## src/rtl/vend_pkg.sv

```systemverilog
// vend_pkg: shared state/coin encodings and datapath widths for the vending sequencer
package vend_pkg;
  localparam int CREDIT_W = 4;
  localparam int STOCK_W = 4;
  typedef enum logic [1:0] {S_IDLE, S_VEND, S_PAYOUT} state_t;
  typedef enum logic [1:0] {COIN_NONE = 2'b00, COIN_ONE = 2'b01, COIN_TWO = 2'b10, COIN_INV = 2'b11} coin_t;
  typedef logic [CREDIT_W-1:0] credit_t;
  typedef logic [CREDIT_W:0] credit_sum_t;
  typedef logic [STOCK_W-1:0] stock_t;
  function automatic credit_sum_t coin_value(input coin_t c);
    return c == COIN_ONE ? credit_sum_t'(1) : c == COIN_TWO ? credit_sum_t'(2) : '0;
  endfunction
endpackage

```

## src/rtl/vend_if.sv

```systemverilog
// vend_if: coin, selection, motor and payout signals between the machine front panel and the sequencer
interface vend_if;
  logic [1:0] coin;
  logic       sel_valid;
  logic [1:0] sel_id;
  logic       cancel;
  logic       refill;
  logic       motor_done;
  logic       payout_ready;
  logic       motor_req;
  logic [1:0] motor_id;
  logic       payout_valid;
  logic       coin_reject;
  logic       err_nostock;
  logic       err_credit;
  logic       jam;
  logic [3:0] credit;
  logic [3:0] sold_out;
  logic       busy;
  modport slave (
    input  coin, sel_valid, sel_id, cancel, refill, motor_done, payout_ready,
    output motor_req, motor_id, payout_valid, coin_reject, err_nostock, err_credit, jam, credit, sold_out, busy
  );
  modport master (
    output coin, sel_valid, sel_id, cancel, refill, motor_done, payout_ready,
    input  motor_req, motor_id, payout_valid, coin_reject, err_nostock, err_credit, jam, credit, sold_out, busy
  );
endinterface

```

## src/rtl/vend_stock.sv

```systemverilog
// vend_stock: four per-product stock counters with refill load, jam force-zero and sale decrement
module vend_stock
  import vend_pkg::*;
#(
  parameter int STOCK_INIT = 8
) (
  input  logic       clk,
  input  logic       rst,
  input  logic       i_load,
  input  logic       i_dec,
  input  logic       i_zero,
  input  logic [1:0] i_id,
  output logic [3:0] o_sold_out
);
  stock_t r_stock [4];
  // Refill beats jam force-zero, which beats a sale decrement on the addressed product
  always_ff @(posedge clk or negedge rst)
    if (!rst)
      for (int k = 0; k < 4; k++) r_stock[k] <= stock_t'(STOCK_INIT);
    else
      for (int k = 0; k < 4; k++)
        if (i_load) r_stock[k] <= stock_t'(STOCK_INIT);
        else if (i_zero && i_id == 2'(k)) r_stock[k] <= '0;
        else if (i_dec && i_id == 2'(k) && r_stock[k] != '0) r_stock[k] <= r_stock[k] - 1'b1;
  // A product is sold out when its counter is empty
  always_comb
    for (int k = 0; k < 4; k++) o_sold_out[k] = r_stock[k] == '0;
endmodule

```

## src/rtl/vend_sequencer.sv

```systemverilog
// vend_sequencer: coin-credit vending controller with dispense handshake, motor timeout and coin payout
module vend_sequencer
  import vend_pkg::*;
#(
  parameter int PRICE0        = 3,
  parameter int PRICE1        = 5,
  parameter int PRICE2        = 7,
  parameter int PRICE3        = 9,
  parameter int CREDIT_MAX    = 9,
  parameter int STOCK_INIT    = 8,
  parameter int MOTOR_TIMEOUT = 15
) (
  input logic   clk,
  input logic   rst,
  vend_if.slave bus
);
  localparam int CW = $clog2(MOTOR_TIMEOUT + 1);
  state_t      r_state;
  credit_t     r_credit;
  logic [CW-1:0] r_cnt;
  logic [1:0]  r_motor_id;
  logic        r_motor_req, r_payout_valid, r_coin_reject, r_err_nostock, r_err_credit, r_jam, r_busy;
  logic [3:0]  w_sold_out;
  credit_sum_t w_coin_val, w_jam_sum;
  credit_t     w_sum, w_sel_price, w_vend_price;
  logic        w_idle, w_sel, w_sel_ok, w_refill, w_accept, w_timeout;
  logic [1:0]  w_stock_id;
  function automatic credit_t price_of(input logic [1:0] id);
    return id == 2'd0 ? credit_t'(PRICE0) : id == 2'd1 ? credit_t'(PRICE1) : id == 2'd2 ? credit_t'(PRICE2) : credit_t'(PRICE3);
  endfunction
  // Decode coin acceptance, selection outcome and motor timeout against the registered credit
  always_comb begin
    w_idle       = r_state == S_IDLE;
    w_coin_val   = coin_value(coin_t'(bus.coin));
    w_accept     = w_idle && !bus.cancel && w_coin_val != '0 &&
                   credit_sum_t'({1'b0, r_credit} + w_coin_val) <= credit_sum_t'(CREDIT_MAX);
    w_sum        = r_credit + (w_accept ? w_coin_val[CREDIT_W-1:0] : '0);
    w_sel_price  = price_of(bus.sel_id);
    w_vend_price = price_of(r_motor_id);
    w_sel        = w_idle && !bus.cancel && bus.sel_valid;
    w_sel_ok     = w_sel && !w_sold_out[bus.sel_id] && r_credit >= w_sel_price;
    w_refill     = w_idle && !bus.cancel && !bus.sel_valid && bus.refill;
    w_timeout    = r_state == S_VEND && !bus.motor_done && r_cnt == CW'(MOTOR_TIMEOUT - 1);
    w_jam_sum    = {1'b0, r_credit} + {1'b0, w_vend_price};
    w_stock_id   = w_idle ? bus.sel_id : r_motor_id;
  end
  vend_stock #(.STOCK_INIT(STOCK_INIT)) u_stock (
    .clk        (clk),
    .rst        (rst),
    .i_load     (w_refill),
    .i_dec      (w_sel_ok),
    .i_zero     (w_timeout),
    .i_id       (w_stock_id),
    .o_sold_out (w_sold_out)
  );
  // Sequencer FSM: credit bookkeeping, dispense handshake with timeout, payout, and registered pulses
  always_ff @(posedge clk or negedge rst)
    if (!rst) begin
      r_state        <= S_IDLE;
      r_credit       <= '0;
      r_cnt          <= '0;
      r_motor_id     <= '0;
      r_motor_req    <= 1'b0;
      r_payout_valid <= 1'b0;
      r_coin_reject  <= 1'b0;
      r_err_nostock  <= 1'b0;
      r_err_credit   <= 1'b0;
      r_jam          <= 1'b0;
      r_busy         <= 1'b0;
    end else begin
      r_coin_reject <= w_coin_val != '0 && !w_accept;
      r_err_nostock <= w_sel && w_sold_out[bus.sel_id];
      r_err_credit  <= w_sel && !w_sold_out[bus.sel_id] && r_credit < w_sel_price;
      r_jam         <= w_timeout;
      case (r_state)
        S_IDLE: begin
          r_cnt    <= '0;
          r_credit <= w_sel_ok ? w_sum - w_sel_price : w_sum;
          if (bus.cancel && r_credit != '0) begin
            r_state        <= S_PAYOUT;
            r_payout_valid <= 1'b1;
            r_busy         <= 1'b1;
          end else if (w_sel_ok) begin
            r_state     <= S_VEND;
            r_motor_req <= 1'b1;
            r_motor_id  <= bus.sel_id;
            r_busy      <= 1'b1;
          end
        end
        S_VEND:
          if (bus.motor_done) begin
            r_motor_req    <= 1'b0;
            r_state        <= r_credit != '0 ? S_PAYOUT : S_IDLE;
            r_payout_valid <= r_credit != '0;
            r_busy         <= r_credit != '0;
          end else if (w_timeout) begin
            r_motor_req    <= 1'b0;
            r_credit       <= w_jam_sum[CREDIT_W] ? '1 : w_jam_sum[CREDIT_W-1:0];
            r_state        <= S_PAYOUT;
            r_payout_valid <= 1'b1;
          end else
            r_cnt <= r_cnt + 1'b1;
        S_PAYOUT:
          if (r_payout_valid && bus.payout_ready) begin
            r_credit <= r_credit - 1'b1;
            if (r_credit == credit_t'(1)) begin
              r_state        <= S_IDLE;
              r_payout_valid <= 1'b0;
              r_busy         <= 1'b0;
            end
          end
        default: begin
          r_state        <= S_IDLE;
          r_motor_req    <= 1'b0;
          r_payout_valid <= 1'b0;
          r_busy         <= 1'b0;
        end
      endcase
    end
  assign bus.motor_req    = r_motor_req;
  assign bus.motor_id     = r_motor_id;
  assign bus.payout_valid = r_payout_valid;
  assign bus.coin_reject  = r_coin_reject;
  assign bus.err_nostock  = r_err_nostock;
  assign bus.err_credit   = r_err_credit;
  assign bus.jam          = r_jam;
  assign bus.credit       = r_credit;
  assign bus.sold_out     = w_sold_out;
  assign bus.busy         = r_busy;
endmodule

```

## src/flat_wrapper.sv

```systemverilog
// flat-port wrapper written by rule: the top's interface ports become plain ports
module vend_sequencer_flat import vend_pkg::*;
#(
  parameter int PRICE0        = 3,
  parameter int PRICE1        = 5,
  parameter int PRICE2        = 7,
  parameter int PRICE3        = 9,
  parameter int CREDIT_MAX    = 9,
  parameter int STOCK_INIT    = 8,
  parameter int MOTOR_TIMEOUT = 15
)
  (clk, rst, bus_coin, bus_sel_valid, bus_sel_id, bus_cancel, bus_refill, bus_motor_done, bus_payout_ready, bus_motor_req, bus_motor_id, bus_payout_valid, bus_coin_reject, bus_err_nostock, bus_err_credit, bus_jam, bus_credit, bus_sold_out, bus_busy);
  vend_if bus_i ();
  input logic clk;
  input logic rst;
  input wire logic [$bits(bus_i.coin)-1:0] bus_coin;
  input wire logic [$bits(bus_i.sel_valid)-1:0] bus_sel_valid;
  input wire logic [$bits(bus_i.sel_id)-1:0] bus_sel_id;
  input wire logic [$bits(bus_i.cancel)-1:0] bus_cancel;
  input wire logic [$bits(bus_i.refill)-1:0] bus_refill;
  input wire logic [$bits(bus_i.motor_done)-1:0] bus_motor_done;
  input wire logic [$bits(bus_i.payout_ready)-1:0] bus_payout_ready;
  output wire logic [$bits(bus_i.motor_req)-1:0] bus_motor_req;
  output wire logic [$bits(bus_i.motor_id)-1:0] bus_motor_id;
  output wire logic [$bits(bus_i.payout_valid)-1:0] bus_payout_valid;
  output wire logic [$bits(bus_i.coin_reject)-1:0] bus_coin_reject;
  output wire logic [$bits(bus_i.err_nostock)-1:0] bus_err_nostock;
  output wire logic [$bits(bus_i.err_credit)-1:0] bus_err_credit;
  output wire logic [$bits(bus_i.jam)-1:0] bus_jam;
  output wire logic [$bits(bus_i.credit)-1:0] bus_credit;
  output wire logic [$bits(bus_i.sold_out)-1:0] bus_sold_out;
  output wire logic [$bits(bus_i.busy)-1:0] bus_busy;
  assign bus_i.coin = bus_coin;
  assign bus_i.sel_valid = bus_sel_valid;
  assign bus_i.sel_id = bus_sel_id;
  assign bus_i.cancel = bus_cancel;
  assign bus_i.refill = bus_refill;
  assign bus_i.motor_done = bus_motor_done;
  assign bus_i.payout_ready = bus_payout_ready;
  assign bus_motor_req = bus_i.motor_req;
  assign bus_motor_id = bus_i.motor_id;
  assign bus_payout_valid = bus_i.payout_valid;
  assign bus_coin_reject = bus_i.coin_reject;
  assign bus_err_nostock = bus_i.err_nostock;
  assign bus_err_credit = bus_i.err_credit;
  assign bus_jam = bus_i.jam;
  assign bus_credit = bus_i.credit;
  assign bus_sold_out = bus_i.sold_out;
  assign bus_busy = bus_i.busy;
  vend_sequencer #(.PRICE0(PRICE0), .PRICE1(PRICE1), .PRICE2(PRICE2), .PRICE3(PRICE3), .CREDIT_MAX(CREDIT_MAX), .STOCK_INIT(STOCK_INIT), .MOTOR_TIMEOUT(MOTOR_TIMEOUT)) u_core (.clk(clk), .rst(rst), .bus(bus_i));
endmodule
```

## config.mk

```make
export PLATFORM = sky130hd
export DESIGN_NAME = vend_sequencer_flat
export DESIGN_NICKNAME = d
export VERILOG_FILES = /design/src/rtl/vend_pkg.sv /design/src/rtl/vend_if.sv /design/src/rtl/vend_stock.sv /design/src/rtl/vend_sequencer.sv /design/src/flat_wrapper.sv
export SDC_FILE = /design/constraint.sdc
export NUM_CORES = 1
export LEC_CHECK = 0
export ABC_CLOCK_PERIOD_IN_PS = 7250
export CORE_AREA = 2 2 91 102
export DETAILED_ROUTE_END_ITERATION = 16
export DIE_AREA = 0 0 93 104
export GPL_TIMING_DRIVEN = 0
export PLACE_DENSITY = 0.48
export SYNTH_ARGS = -nofsm -noshare
export SYNTH_HDL_FRONTEND = slang
export SYNTH_HIERARCHICAL = 1
export SYNTH_SLANG_ARGS = --single-unit
```

## constraint.sdc

```tcl
create_clock -name clk -period 7.25 [get_ports clk]
set_input_delay 1.0875 -clock clk [delete_from_list [all_inputs] [get_ports clk]]
set_output_delay 1.0875 -clock clk [all_outputs]
set_load 0.02 [all_outputs]
```

==> results of run 1 <==
-- path summary, 6_finish.rpt --
| check | startpoint | end | slack (ns) | cells past startpoint |
|---|---|---|---|---|
| setup / recovery | bus_coin[0] | u_core/bus.credit[3] | 2.01 | 19 |
| hold / removal | u_core/bus.busy | u_core/bus.busy | 0.52 | 1 |
| setup reg to reg | u_core/bus.credit[1] | u_core/bus.credit[3] | 2.76 | 16 |
| hold reg to reg | u_core/bus.busy | u_core/bus.busy | 0.52 | 1 |
| max in group asynchronous | rst | u_core/u_stock/r_stock[12] | 5.79 | 1 |
| min in group asynchronous | rst | u_core/u_stock/r_stock[8] | 0.91 | 1 |
-- cells in the mapped netlist (5+ instances only) --
| cell type | number |
|---|---|
| or3_1 | 6 |
| dfrtp_1 | 31 |
| nand2_1 | 22 |
| xor2_1 | 5 |
| a21oi_1 | 30 |
| o21ai_0 | 27 |
| nor2_1 | 13 |
| inv_1 | 35 |
| nor4b_1 | 5 |
| nand3_1 | 13 |
| ha_1 | 34 |
-- routing by layer --
metal  share of wire (%)  GRT usage [%]  wire length (um)  vias to the layer above
li1                    -              -                 -                     1193
met4                0.26           3.05                18                        0
met1                  48           19.7              3270                     1116
met3                 2.4           2.17               165                        2
met5                   0              0                 0                        -
met2                  49           26.0              3360                       29
-- cell families after synthesis --
family / Yosys count / synth area share (%)
XOR/XNOR: 8 / 2.50
adder cells (fa/ha/maj): 38 / 18.0
flip-flops: 35 / 31.4
AND/OR/NAND/NOR: 97 / 19.6
AO/OA/AOI/OAI: 87 / 19.2
multiplexers: 6 / 2.63
buffers and inverters: 43 / 6.61
-- registers in the layout (all words and copies together), names as in the netlist --
name	cells
u_core/bus.credit	4
u_core/bus.coin_reject	1
u_core/bus.motor_id	2
u_core/r_state	2
u_core/bus.err_credit	1
u_core/bus.busy	1
u_core/bus.payout_valid	1
u_core/u_stock/r_stock	16
u_core/r_cnt	4
u_core/bus.err_nostock	1
u_core/bus.motor_req	1
u_core/bus.jam	1
-- final cells by class --
type                       instances  area [sq um]  area share, %
buffer                             7          45.0           1.37
multi-input combinational        236          1740           52.7
timing repair buffer              27           265           8.05
inverter                          36           140           4.25
tap                              114           143           4.33
clock inverter                     2          12.5          0.380
clock buffer                       6          72.6           2.20
sequential                        35           881           26.7
-- report_power, final --
part | switching [uW] | internal, uW | total (uW)
registers | 67.6 | 258 | 325
logic | 384 | 280 | 664
clock network | 79.3 | 67.3 | 147
total | 531 | 605 | 1140
-- per-stage QoR --
stage	worst slack, ns	total power (uW)	instances	hold WS (ns)
6_report	2.01	1140	463	0.525
5_1_grt	1.60	1260	463	0.554
4_1_cts	1.98	1150	463	0.534
3_5_place_dp	1.71	993	455	0.523
3_3_place_gp	1.70	985	455	0.518
2_1_floorplan	2.63	793	314	0.486
==> impl_metrics.ini, run 1 <==
[cts]
clock_latency_ns = 0.29
cts_buffer_depth = 2
cts_made_buffers = 5
htree_num_levels = 2
cts_sinks = 35
tritoncts = done
cts_setup_buffers = 0
hold_buffers = 0
clk_pin_slew_ns = 0.08
clock-root-buffer = clkbuf_8
cts_resized = 0

[setup_path]
crit_path_frequent_cell = ha_1
start_kind = input pin
critical_path_required_ns = 7.41
max_stage_delay_ns = 0.68
worst-path-buf-inv = 3
cp_max_fo = 4
cp_top_family = adder cells
cp.arrival_ns = 5.40
worstPathCellList = clkdlybuf4s50_1 > ha_1 > ha_1 > inv_1 > fa_1 > mux2i_1 > nand2_1 > a2111oi_1 > and2_1 > ha_1 > inv_1 > fa_1 > xnor2_1 > ha_1 > a21oi_1 > and3_1 > o211ai_1 > a32oi_1 > o211ai_1
critPathKind = in2reg
slowest_stage = a2111oi_1
end_kind = flip-flop

[synth]
ys_warn_count = 6
synth_top_area_share_pct = 27.7
syn-cell-area_sq_um = 2800
yosysTopAreaCell = dfrtp_1
avgSynthCellArea_sq_um = 8.93
synth_edf_count = 0
async_flop_share_pct = 100
synth_area_leaders = dfrtp_1 (28%), ha_1 (15%), a21oi_1 (5.4%)
ys.flop_type = dfrtp_1
syn_inst = 314
syn-num-nets = 363
ys_seq_area_share_pct = 31.4
synth.distinct_cells = 57
ys_ff_latch = 35

[floorplanning]
die-area_sq_um = 9670
io_pins = 28
die_w_um = 93
die_h_um = 104
initial_core_util_pct = 32.4
rows = 36
core_sq_um = 8650

[timing]
rsz0062_at_grt = false
setup_violations = 0
finalHoldViolCount = 0
drv_slew = 0
period_minus_slack_ns = 5.24
worstMarginPinSlew_ns = 1.08
maxSlewHeadroom_pct = 26.9
clock.fmax_ghz = 0.191
period_share_pct = 72.3
fin_skew_ns = 0.00647
setup_tns_ns = 0

[place]
place_hpwl_um = 5040
portBuffers = 27
place_area_sq_um = 3210
gp_congestion = 0.797

[routing]
totalWireLength_um = 6810
num_vias = 2340
drt_iter0_drc = 110
wire_per_inst_um = 14.7
first_pass_iters = 4
remaining_drc_errors = 0
postRouteAntennaNets = 0
via_per_inst = 5.05

[cells_and_area]
num-fill-cells = 898
final_core_util_pct = 38.1
mostFrequentLayoutCells = inv_1 (35), ha_1 (34), dfrtp_1 (31)
syn2layout_area_growth_pct = 17.6
drive_gt1_share_pct = 7.45
diodes = 0
nets = 397
final_area_sq_um = 3300
layout_commonest_cell = inv_1

[grt]
grt_max_degree = 36
grt_pass1_wl_um = 11600
antenna_found_initial = 0
grt_remaining_overflow = 0
grt_pass1_vias = 2378
grt_usage_pct = 15.0

[hold_path]
holdCritPathClass = reg2reg

[outcome]
status = finished, final reports clean

[power]
p_leak_uw = 0.00144
power.density_nw_per_um2 = 345
ir_drop_v = 0.000125

[job]
drv_cap = 0
Note: power is estimated with default switching activity, not from simulation.
==> inputs of run 2 (changes only) <==
ABC_CLOCK_PERIOD_IN_PS = 4820   (was 7250)
PLACE_DENSITY = 0.5   (was 0.48)
clock period = 4.82 ns   (was 7.25 ns; I/O delays follow)
==> impl_metrics.ini, run 2 (synthesized netlist as in run 1, its figures left out) <==
[power]
p_sw_uw = 808
intPower_uw = 934
ir_drop_v = 0.000197
clockPowerShare_pct = 13.5
seqPwrFrac_pct = 28.3
power.density_nw_per_um2 = 521
p_leak_uw = 0.00147
swShare_pct = 46.4
comb_power_share_pct = 58.1
fin_total_pwr_uw = 1740

[setup_path]
critPathKind = in2reg
cp_max_fo = 4
end_kind = flip-flop
start_kind = input pin
cp.arrival_ns = 4.73
critical_path_required_ns = 4.98

[floorplanning]
die-area_sq_um = 9670
io_pins = 28
die_w_um = 93
core_sq_um = 8650
rows = 36
initial_core_util_pct = 32.4
die_h_um = 104

[timing]
maxSlewHeadroom_pct = 20.6
finalHoldViolCount = 0
setup_ws_ns = 0.247
drv_slew = 0
worstMarginPinSlew_ns = 1.17
period_minus_slack_ns = 4.57
rsz0062_at_grt = false
setup_tns_ns = 0
period_share_pct = 94.9
clock.fmax_ghz = 0.219
setup_violations = 0
fin_skew_ns = 0.0110

[routing]
remaining_drc_errors = 0
drt_iter0_drc = 87
first_pass_iters = 4
wire_per_inst_um = 14.5
totalWireLength_um = 6760
postRouteAntennaNets = 0
via_per_inst = 5.17
num_vias = 2406

[cells_and_area]
layout_commonest_cell = inv_1
largest_reg_flops = 16
final_area_sq_um = 3350
top_register = u_core/u_stock/r_stock
nets = 399
final_core_util_pct = 38.7
drive_gt1_share_pct = 8.55
num-fill-cells = 898
diodes = 0
syn2layout_area_growth_pct = 19.4
mostFrequentLayoutCells = inv_1 (35), ha_1 (34), dfrtp_1 (31)

[hold_path]
holdCritPathClass = reg2reg

[cts]
cts_made_buffers = 5
clock-root-buffer = clkbuf_8
hold_buffers = 0
cts_sinks = 35
clock_latency_ns = 0.30
cts_buffer_depth = 2
htree_num_levels = 2
clk_pin_slew_ns = 0.08
tritoncts = done

[grt]
grt_remaining_overflow = 0
grt_pass1_vias = 2315
grt_max_degree = 36
grt_pass1_wl_um = 11400
grt_usage_pct = 14.7
antenna_found_initial = 0

[place]
pre_cts_ws_ns = -0.387
place_hpwl_um = 5060
gp_congestion = 0.765
place_area_sq_um = 3210
portBuffers = 27

[job]
drv_cap = 0

[outcome]
status = finished, final reports clean
run 2: layout make-up:
cell class / count / area, sq um / share of cell area [%]
clock buffer: 7 / 86.3 / 2.58
buffer: 7 / 45.0 / 1.35
tap: 114 / 143 / 4.26
multi-input combinational: 236 / 1760 / 52.7
clock inverter: 1 / 8.76 / 0.262
sequential: 35 / 881 / 26.3
timing repair buffer: 29 / 280 / 8.38
inverter: 36 / 140 / 4.19
run 2: critical path, stage by stage:
cell	delay, ns
clkdlybuf4s50_1	0.48
inv_1	0.05
ha_1	0.23
ha_1	0.28
a21o_1	0.19
a21oi_1	0.14
a31oi_1	0.08
a2111oi_4	0.46
and2_1	0.18
ha_1	0.18
inv_1	0.06
fa_1	0.40
xnor2_2	0.17
ha_1	0.33
a21oi_1	0.20
and3_1	0.18
o211ai_1	0.09
a32oi_1	0.17
o211ai_1	0.11
run 2: power groups by stage:
stage | clock network [uW] | logic, uW | registers [uW]
floorplan | 0 | 683 | 510
global placement | 0 | 980 | 500
detailed placement | 0 | 992 | 500
CTS | 245 | 1000 | 496
global route | 254 | 1160 | 511
finish | 236 | 1010 | 493
run 2: path summary, 6_finish.rpt:
check / endpoint / slack, ns / cells past startpoint / from
max in group asynchronous: u_core/bus.motor_id[0] / 3.78 / 1 / rst
max reg2reg: u_core/bus.credit[3] / 0.60 / 16 / u_core/bus.credit[1]
min reg2reg: u_core/bus.busy / 0.51 / 1 / u_core/bus.busy
min in group asynchronous: u_core/u_stock/r_stock[9] / 0.52 / 1 / rst
min: u_core/bus.busy / 0.51 / 1 / u_core/bus.busy
max: u_core/bus.credit[3] / 0.25 / 19 / bus_coin[0]
run 2: routing by layer:
| layer | wire length (um) | global-route usage, % | share of wire (%) | vias up |
|---|---|---|---|---|
| li1 | - | - | - | 1197 |
| met1 | 3140 | 19.3 | 46 | 1173 |
| met2 | 3360 | 24.9 | 50 | 29 |
| met3 | 188 | 2.46 | 2.8 | 7 |
| met4 | 70 | 3.57 | 1.0 | 0 |
| met5 | 0 | 0 | 0 | - |
run 2: through the flow:
| step | std cells | hold slack, ns |
|---|---|---|
| after floorplan | 314 | 0.427 |
| after global placement | 455 | 0.495 |
| after detailed placement | 455 | 0.495 |
| after CTS | 463 | 0.519 |
| after global routing | 465 | 0.533 |
| final | 465 | 0.510 |
run 2: what timing repair did:
item | 4_1_cts | 5_1_grt
setup buffers | 0 | 2
endpoints found under the setup margin | 1 | 2
resized for setup | 1 | 2
pin swaps | 0 | 1
==> variant 1, RTL diff (settings of run 2) <==
The 3 states of `state_t` get a one-hot encoding in 3 bits.
--- a/src/rtl/vend_pkg.sv
+++ b/src/rtl/vend_pkg.sv
@@ -2,7 +2,7 @@
 package vend_pkg;
   localparam int CREDIT_W = 4;
   localparam int STOCK_W = 4;
-  typedef enum logic [1:0] {S_IDLE, S_VEND, S_PAYOUT} state_t;
+  typedef enum logic [2:0] {S_IDLE = 3'b001, S_VEND = 3'b010, S_PAYOUT = 3'b100} state_t;
   typedef enum logic [1:0] {COIN_NONE = 2'b00, COIN_ONE = 2'b01, COIN_TWO = 2'b10, COIN_INV = 2'b11} coin_t;
   typedef logic [CREDIT_W-1:0] credit_t;
   typedef logic [CREDIT_W:0] credit_sum_t;
Formal check against the unedited RTL: no difference found for any inputs over 10 cycles, from zero or initial values and one cycle with rst low; not proved beyond that.
==> variant 1 against run 2 <==
- first-iteration DRC count is 4.6% higher
- cell count fell by 0.43%
- routed wire length grew 0.44%
- final area is 1.9% higher
- setup slack got worse by 0.0026 ns
- sequential cell count up 1
- combinational power increased by 5%
- total power up 3.0%
- area after synthesis is 2.2% higher
- non-clock buffer count rose by 4
- sequential power increased by 4%
- clock power shrank 4%
- global-route usage increased by 0.48 points
- critical path type unchanged
==> variant 1: results (changes against run 2) <==
outcome completed (unchanged); number of unique standard cell types used by synthesis 58 (was 57); R2R Setup Slk 0.65 ns (was 0.60 ns); antenna violations before repair 0 (unchanged); synthesized-area fraction occupied by ao, oa, aoi and oai cells 0.180 (was 0.192); worst-case reg-to-reg path depth 17 (was 16); slew of the pin with the lowest slew margin 0.996 ns (was 1.17 ns); largest net degree at the start of global routing 31 (was 36); worst hold slack 0.287 ns (was 0.510 ns); beginning of the worst register-to-register path u_core/bus.credit[0] (was u_core/bus.credit[1]); reg-to-reg critical path endpoint u_core/bus.credit[3] (unchanged); fraction of layout cells with a size suffix above 1 0.120 (was 0.0855); net count after synthesis 356 (was 363); number of global-route vias before repair 2303 (was 2315); antenna diode count 0 (unchanged); final RePlAce weighted congestion 0.852 (was 0.765); final setup skew 0.00805 ns (was 0.0110 ns); sequential fraction of the synthesis area 0.317 (was 0.314); number of nets in the layout 393 (was 399); count of routing violations after the opening detailed-route iteration 91 (was 87); Worst Hold Class input pin to async pin (was flip-flop to flip-flop); leading cell types by count after synthesis sky130_fd_sc_hd__inv_1, sky130_fd_sc_hd__dfrtp_1, sky130_fd_sc_hd__ha_1, sky130_fd_sc_hd__a21oi_1, sky130_fd_sc_hd__o21ai_0 (was sky130_fd_sc_hd__inv_1, sky130_fd_sc_hd__ha_1, sky130_fd_sc_hd__dfrtp_1, sky130_fd_sc_hd__a21oi_1, sky130_fd_sc_hd__o21ai_0); Post-Synth Adder-Cell Area 0.159 (was 0.180); xor/xnor cell area share of the yosys netlist 0.0398 (was 0.0250); Ys Warns 6 (unchanged); DR vias/cell 4.98 (was 5.17); average wire length per cell after detail routing 14.7 um (was 14.5 um); crit path DAT 4.76 ns (was 4.73 ns); crit-path max FO 3 (was 4); clock latency at the later pin of the worst-skew pair 0.28 ns (was 0.30 ns); overall global routing resource usage 0.151 (was 0.147); Detailed Place HPWL 5060 um (about the same); static leakage power 0.00146 uW (was 0.00147 uW); worst vdd rail ir drop 159 uV (was 197 uV); first-pass GRT wire length 11800 um (was 11400 um); multiplexer fraction of the synthesized cell area 0.0218 (was 0.0263); Sw Share 0.447 (was 0.464); largest cells by area after synthesis sky130_fd_sc_hd__dfrtp_1, sky130_fd_sc_hd__ha_1, sky130_fd_sc_hd__a21oi_1, sky130_fd_sc_hd__dfstp_2, sky130_fd_sc_hd__o21ai_0 (was sky130_fd_sc_hd__dfrtp_1, sky130_fd_sc_hd__ha_1, sky130_fd_sc_hd__a21oi_1, sky130_fd_sc_hd__o21ai_0, sky130_fd_sc_hd__inv_1); area of placed instances 0.00329 sq mm (was 0.00321 sq mm)
variant 1: through the flow:
| step | cells | setup WS (ns) |
|---|---|---|
| final | 463 | 0.244 |
| after global routing | 463 | 0.0166 |
| after CTS | 461 | 0.0730 |
| after detailed placement | 453 | -0.194 |
| after global placement | 452 | -0.155 |
| after floorplan | 311 | 0.599 |
variant 1: per-layer routing:
layer | global-route usage | part of all wire | vias to the layer above
li1 | - | - | 1169
met1 | 0.207 | 0.48 | 1095
met2 | 0.250 | 0.49 | 42
met3 | 0.0261 | 0.032 | 0
met4 | 0.0336 | 0 | 0
met5 | 0 | 0 | -
variant 1: area by class of cell:
type	instances	area, sq um
multi-input combinational	232	1750
tap	114	143
buffer	10	87.6
fill	886	5240
sequential	36	907
clock buffer	8	90.1
timing repair buffer	30	300
inverter	33	129
variant 1: kinds of logic after synthesis:
| family | Yosys count |
|---|---|
| AO/OA/AOI/OAI | 83 |
| XOR/XNOR | 13 |
| adder cells (fa/ha/maj) | 34 |
| buffers and inverters | 43 |
| flip-flops | 36 |
| multiplexers | 5 |
| AND/OR/NAND/NOR | 97 |
variant 1: power by group through the flow:
stage          registers (uW)  logic [uW]  clock network [uW]
2_1_floorplan             528         733                   0
3_3_place_gp              516        1040                   0
3_5_place_dp              518        1050                   0
4_1_cts                   513        1050                 241
5_1_grt                   529        1200                 257
6_report                  511        1060                 227
variant 1: worst max path at each step:
stage,startpoint,end
2_1_floorplan,bus_coin[1],u_core/bus.credit[3]
3_3_place_gp,bus_coin[0],u_core/bus.credit[3]
3_5_place_dp,bus_coin[0],u_core/bus.credit[3]
4_1_cts,bus_coin[0],u_core/bus.credit[3]
5_1_grt,bus_coin[0],u_core/bus.credit[3]
6_report,bus_coin[0],u_core/bus.credit[3]
variant 1: critical path, cell delays in order:
cell and delay (ns):
sky130_fd_sc_hd__clkdlybuf4s50_1 0.49, sky130_fd_sc_hd__ha_1 0.17, sky130_fd_sc_hd__ha_1 0.17, sky130_fd_sc_hd__inv_1 0.06, sky130_fd_sc_hd__fa_1 0.39, sky130_fd_sc_hd__mux2i_1 0.18
sky130_fd_sc_hd__nand2_1 0.11, sky130_fd_sc_hd__a2111oi_4 0.35, sky130_fd_sc_hd__and2_1 0.19, sky130_fd_sc_hd__ha_1 0.16, sky130_fd_sc_hd__inv_1 0.05, sky130_fd_sc_hd__fa_1 0.51
sky130_fd_sc_hd__inv_1 0.08, sky130_fd_sc_hd__ha_1 0.27, sky130_fd_sc_hd__a21o_1 0.17, sky130_fd_sc_hd__a21oi_1 0.17, sky130_fd_sc_hd__xnor2_1 0.17, sky130_fd_sc_hd__a21oi_2 0.09
sky130_fd_sc_hd__o41ai_2 0.26
variant 1: timing repair:
action,CTS,global route
setup buffers,0,2
setup endpoints to repair,0,1
resized for setup,0,1
==> variant 2, RTL diff (flow settings as in run 2) <==
Without the edit above. `MOTOR_TIMEOUT` is set to 15 in 2 places; all go to 16.
--- a/src/rtl/vend_sequencer.sv
+++ b/src/rtl/vend_sequencer.sv
@@ -8,7 +8,7 @@
   parameter int PRICE3        = 9,
   parameter int CREDIT_MAX    = 9,
   parameter int STOCK_INIT    = 8,
-  parameter int MOTOR_TIMEOUT = 15
+  parameter int MOTOR_TIMEOUT = 16
 ) (
   input logic   clk,
   input logic   rst,
--- a/src/flat_wrapper.sv
+++ b/src/flat_wrapper.sv
@@ -7,7 +7,7 @@
   parameter int PRICE3        = 9,
   parameter int CREDIT_MAX    = 9,
   parameter int STOCK_INIT    = 8,
-  parameter int MOTOR_TIMEOUT = 15
+  parameter int MOTOR_TIMEOUT = 16
 )
   (clk, rst, bus_coin, bus_sel_valid, bus_sel_id, bus_cancel, bus_refill, bus_motor_done, bus_payout_ready, bus_motor_req, bus_motor_id, bus_payout_valid, bus_coin_reject, bus_err_nostock, bus_err_credit, bus_jam, bus_credit, bus_sold_out, bus_busy);
   vend_if bus_i ();
Function: same outputs for any inputs over 10 cycles, from zero or initial values and one cycle with rst low; that may be too few to reach the edited logic, so the function may still have changed.
==> variant 2 against run 2 <==
- sequential cell count rose by 1
- register-to-register slack improved by 0.09 ns
- area after synthesis rose by 3.0%
- worst hold slack got worse by 0.010 ns
- setup slack improved by 0.036 ns
- via count fell by 1.7%
- final area rose by 2.0%
- synthesized cell count rose by 0.64%
- maximum frequency rose by 0.79%
- routed wire length rose by 1.2%
- global-route usage rose by 0.34 points
- critical path type unchanged
Power is not compared: it rests on default switching activity, and its combinational part moved more than twofold at a synthesized area within 25%.
==> variant 2: results (changes against run 2) <==
outcome completed (unchanged); final RePlAce weighted congestion 0.796 (was 0.765); drt first pass iters 4 (unchanged); Worst Hold Class flip-flop to flip-flop (unchanged); critical path endpoint u_core/bus.credit[3] (unchanged); pre-CTS setup slack -0.260 ns (was -0.387 ns); multiplexer fraction of the synthesized cell area 0.0325 (was 0.0263); number of cells after detailed placement 457 (was 455); cell family contributing the most delay on the critical path adder cells (was compound AO/OA/AOI/OAI gates); count of routing violations after the opening detailed-route iteration 56 (was 87); non-filler cells in the finished layout 465 (unchanged); beginning of the worst register-to-register path u_core/bus.credit[0] (was u_core/bus.credit[1]); area of placed instances 0.00330 sq mm (was 0.00321 sq mm); overall global routing resource usage 0.150 (was 0.147); number of unique standard cell types used by synthesis 63 (was 57); largest net degree at the start of global routing 37 (was 36); R2R Setup Slk 0.69 ns (was 0.60 ns); DR vias/cell 5.09 (was 5.17); post-route minimum period 4.54 ns (was 4.57 ns); clock-pin slew of the registers on the worst-case setup and hold paths 0.08 ns (about the same); sequential fraction of the synthesis area 0.314 (about the same); crit path DAT 4.71 ns (was 4.73 ns); P_int 477 uW; total of fill cells in the finished design 918 (was 898); largest stage delay on the critical path 0.43 ns (was 0.48 ns); launching element of the worst setup path bus_coin[1] (was bus_coin[0]); CTS buffer count 5 (unchanged); fraction of layout cells with a size suffix above 1 0.0969 (was 0.0855); slew margin rel. 0.203 (was 0.206); final setup skew 0.00838 ns (was 0.0110 ns); synthesized-area fraction occupied by ao, oa, aoi and oai cells 0.189 (was 0.192); average wire length per cell after detail routing 14.7 um (was 14.5 um); xor/xnor cell area share of the yosys netlist 0.0243 (was 0.0250); net count after synthesis 365 (was 363); worst vdd rail ir drop approximately 110 uV; clock latency at the later pin of the worst-skew pair between 0.2 and 0.3 ns; first-pass GRT wire length 11700 um (was 11400 um); worst hold slack 0.500 ns (was 0.510 ns); antenna violations before repair 0 (unchanged); async set or reset register ratio after synthesis 1.00 (unchanged); largest cells by area after synthesis sky130_fd_sc_hd__dfrtp_1, sky130_fd_sc_hd__ha_1, sky130_fd_sc_hd__a21oi_1, sky130_fd_sc_hd__inv_1, sky130_fd_sc_hd__o21ai_0 (was sky130_fd_sc_hd__dfrtp_1, sky130_fd_sc_hd__ha_1, sky130_fd_sc_hd__a21oi_1, sky130_fd_sc_hd__o21ai_0, sky130_fd_sc_hd__inv_1); crit-path max FO 3 (was 4); origin of the worst min-delay path u_core/bus.busy (unchanged); Post-Synth Adder-Cell Area 0.175 (was 0.180); number of global-route vias before repair 2480 (was 2315); CTS-repair resized insts 0 (was 1); number of cells produced by synthesis 316 (was 314); leading cell types by count after synthesis sky130_fd_sc_hd__inv_1, sky130_fd_sc_hd__ha_1, sky130_fd_sc_hd__dfrtp_1, sky130_fd_sc_hd__a21oi_1, sky130_fd_sc_hd__o21ai_0 (unchanged); Detailed Place HPWL 5090 um (was 5060 um)
==> variant 2: final cells by class <==
class,count,area [sq um],share of cell area
Multi-Input combinational cell,234,1780,0.521
Buffer,10,71.3,0.0209
Sequential cell,36,906,0.265
Clock buffer,5,68.8,0.0202
Inverter,36,138,0.0403
Clock inverter,3,42.5,0.0125
Tap cell,114,143,0.0418
Timing Repair Buffer,27,265,0.0777
==> variant 2: metal layers <==
metal / wire [um] / up-vias / GRT usage
li1: - / 1199 / -
met1: 3250 / 1138 / 0.194
met2: 3390 / 26 / 0.261
met3: 179 / 2 / 0.0261
met4: 22 / 0 / 0.0315
met5: 0 / - / 0
==> variant 2: power groups by stage <==
| stage | sequential (uW) | clock, uW | combinational, uW |
|---|---|---|---|
| final | 304 | 274 | 46.8 |
| after global routing | 304 | 292 | 54.1 |
| after CTS | 304 | 288 | 47.8 |
| after detailed placement | 310 | 0 | 47.4 |
| after global placement | 310 | 0 | 47.6 |
| after floorplan | 311 | 0 | 22.1 |
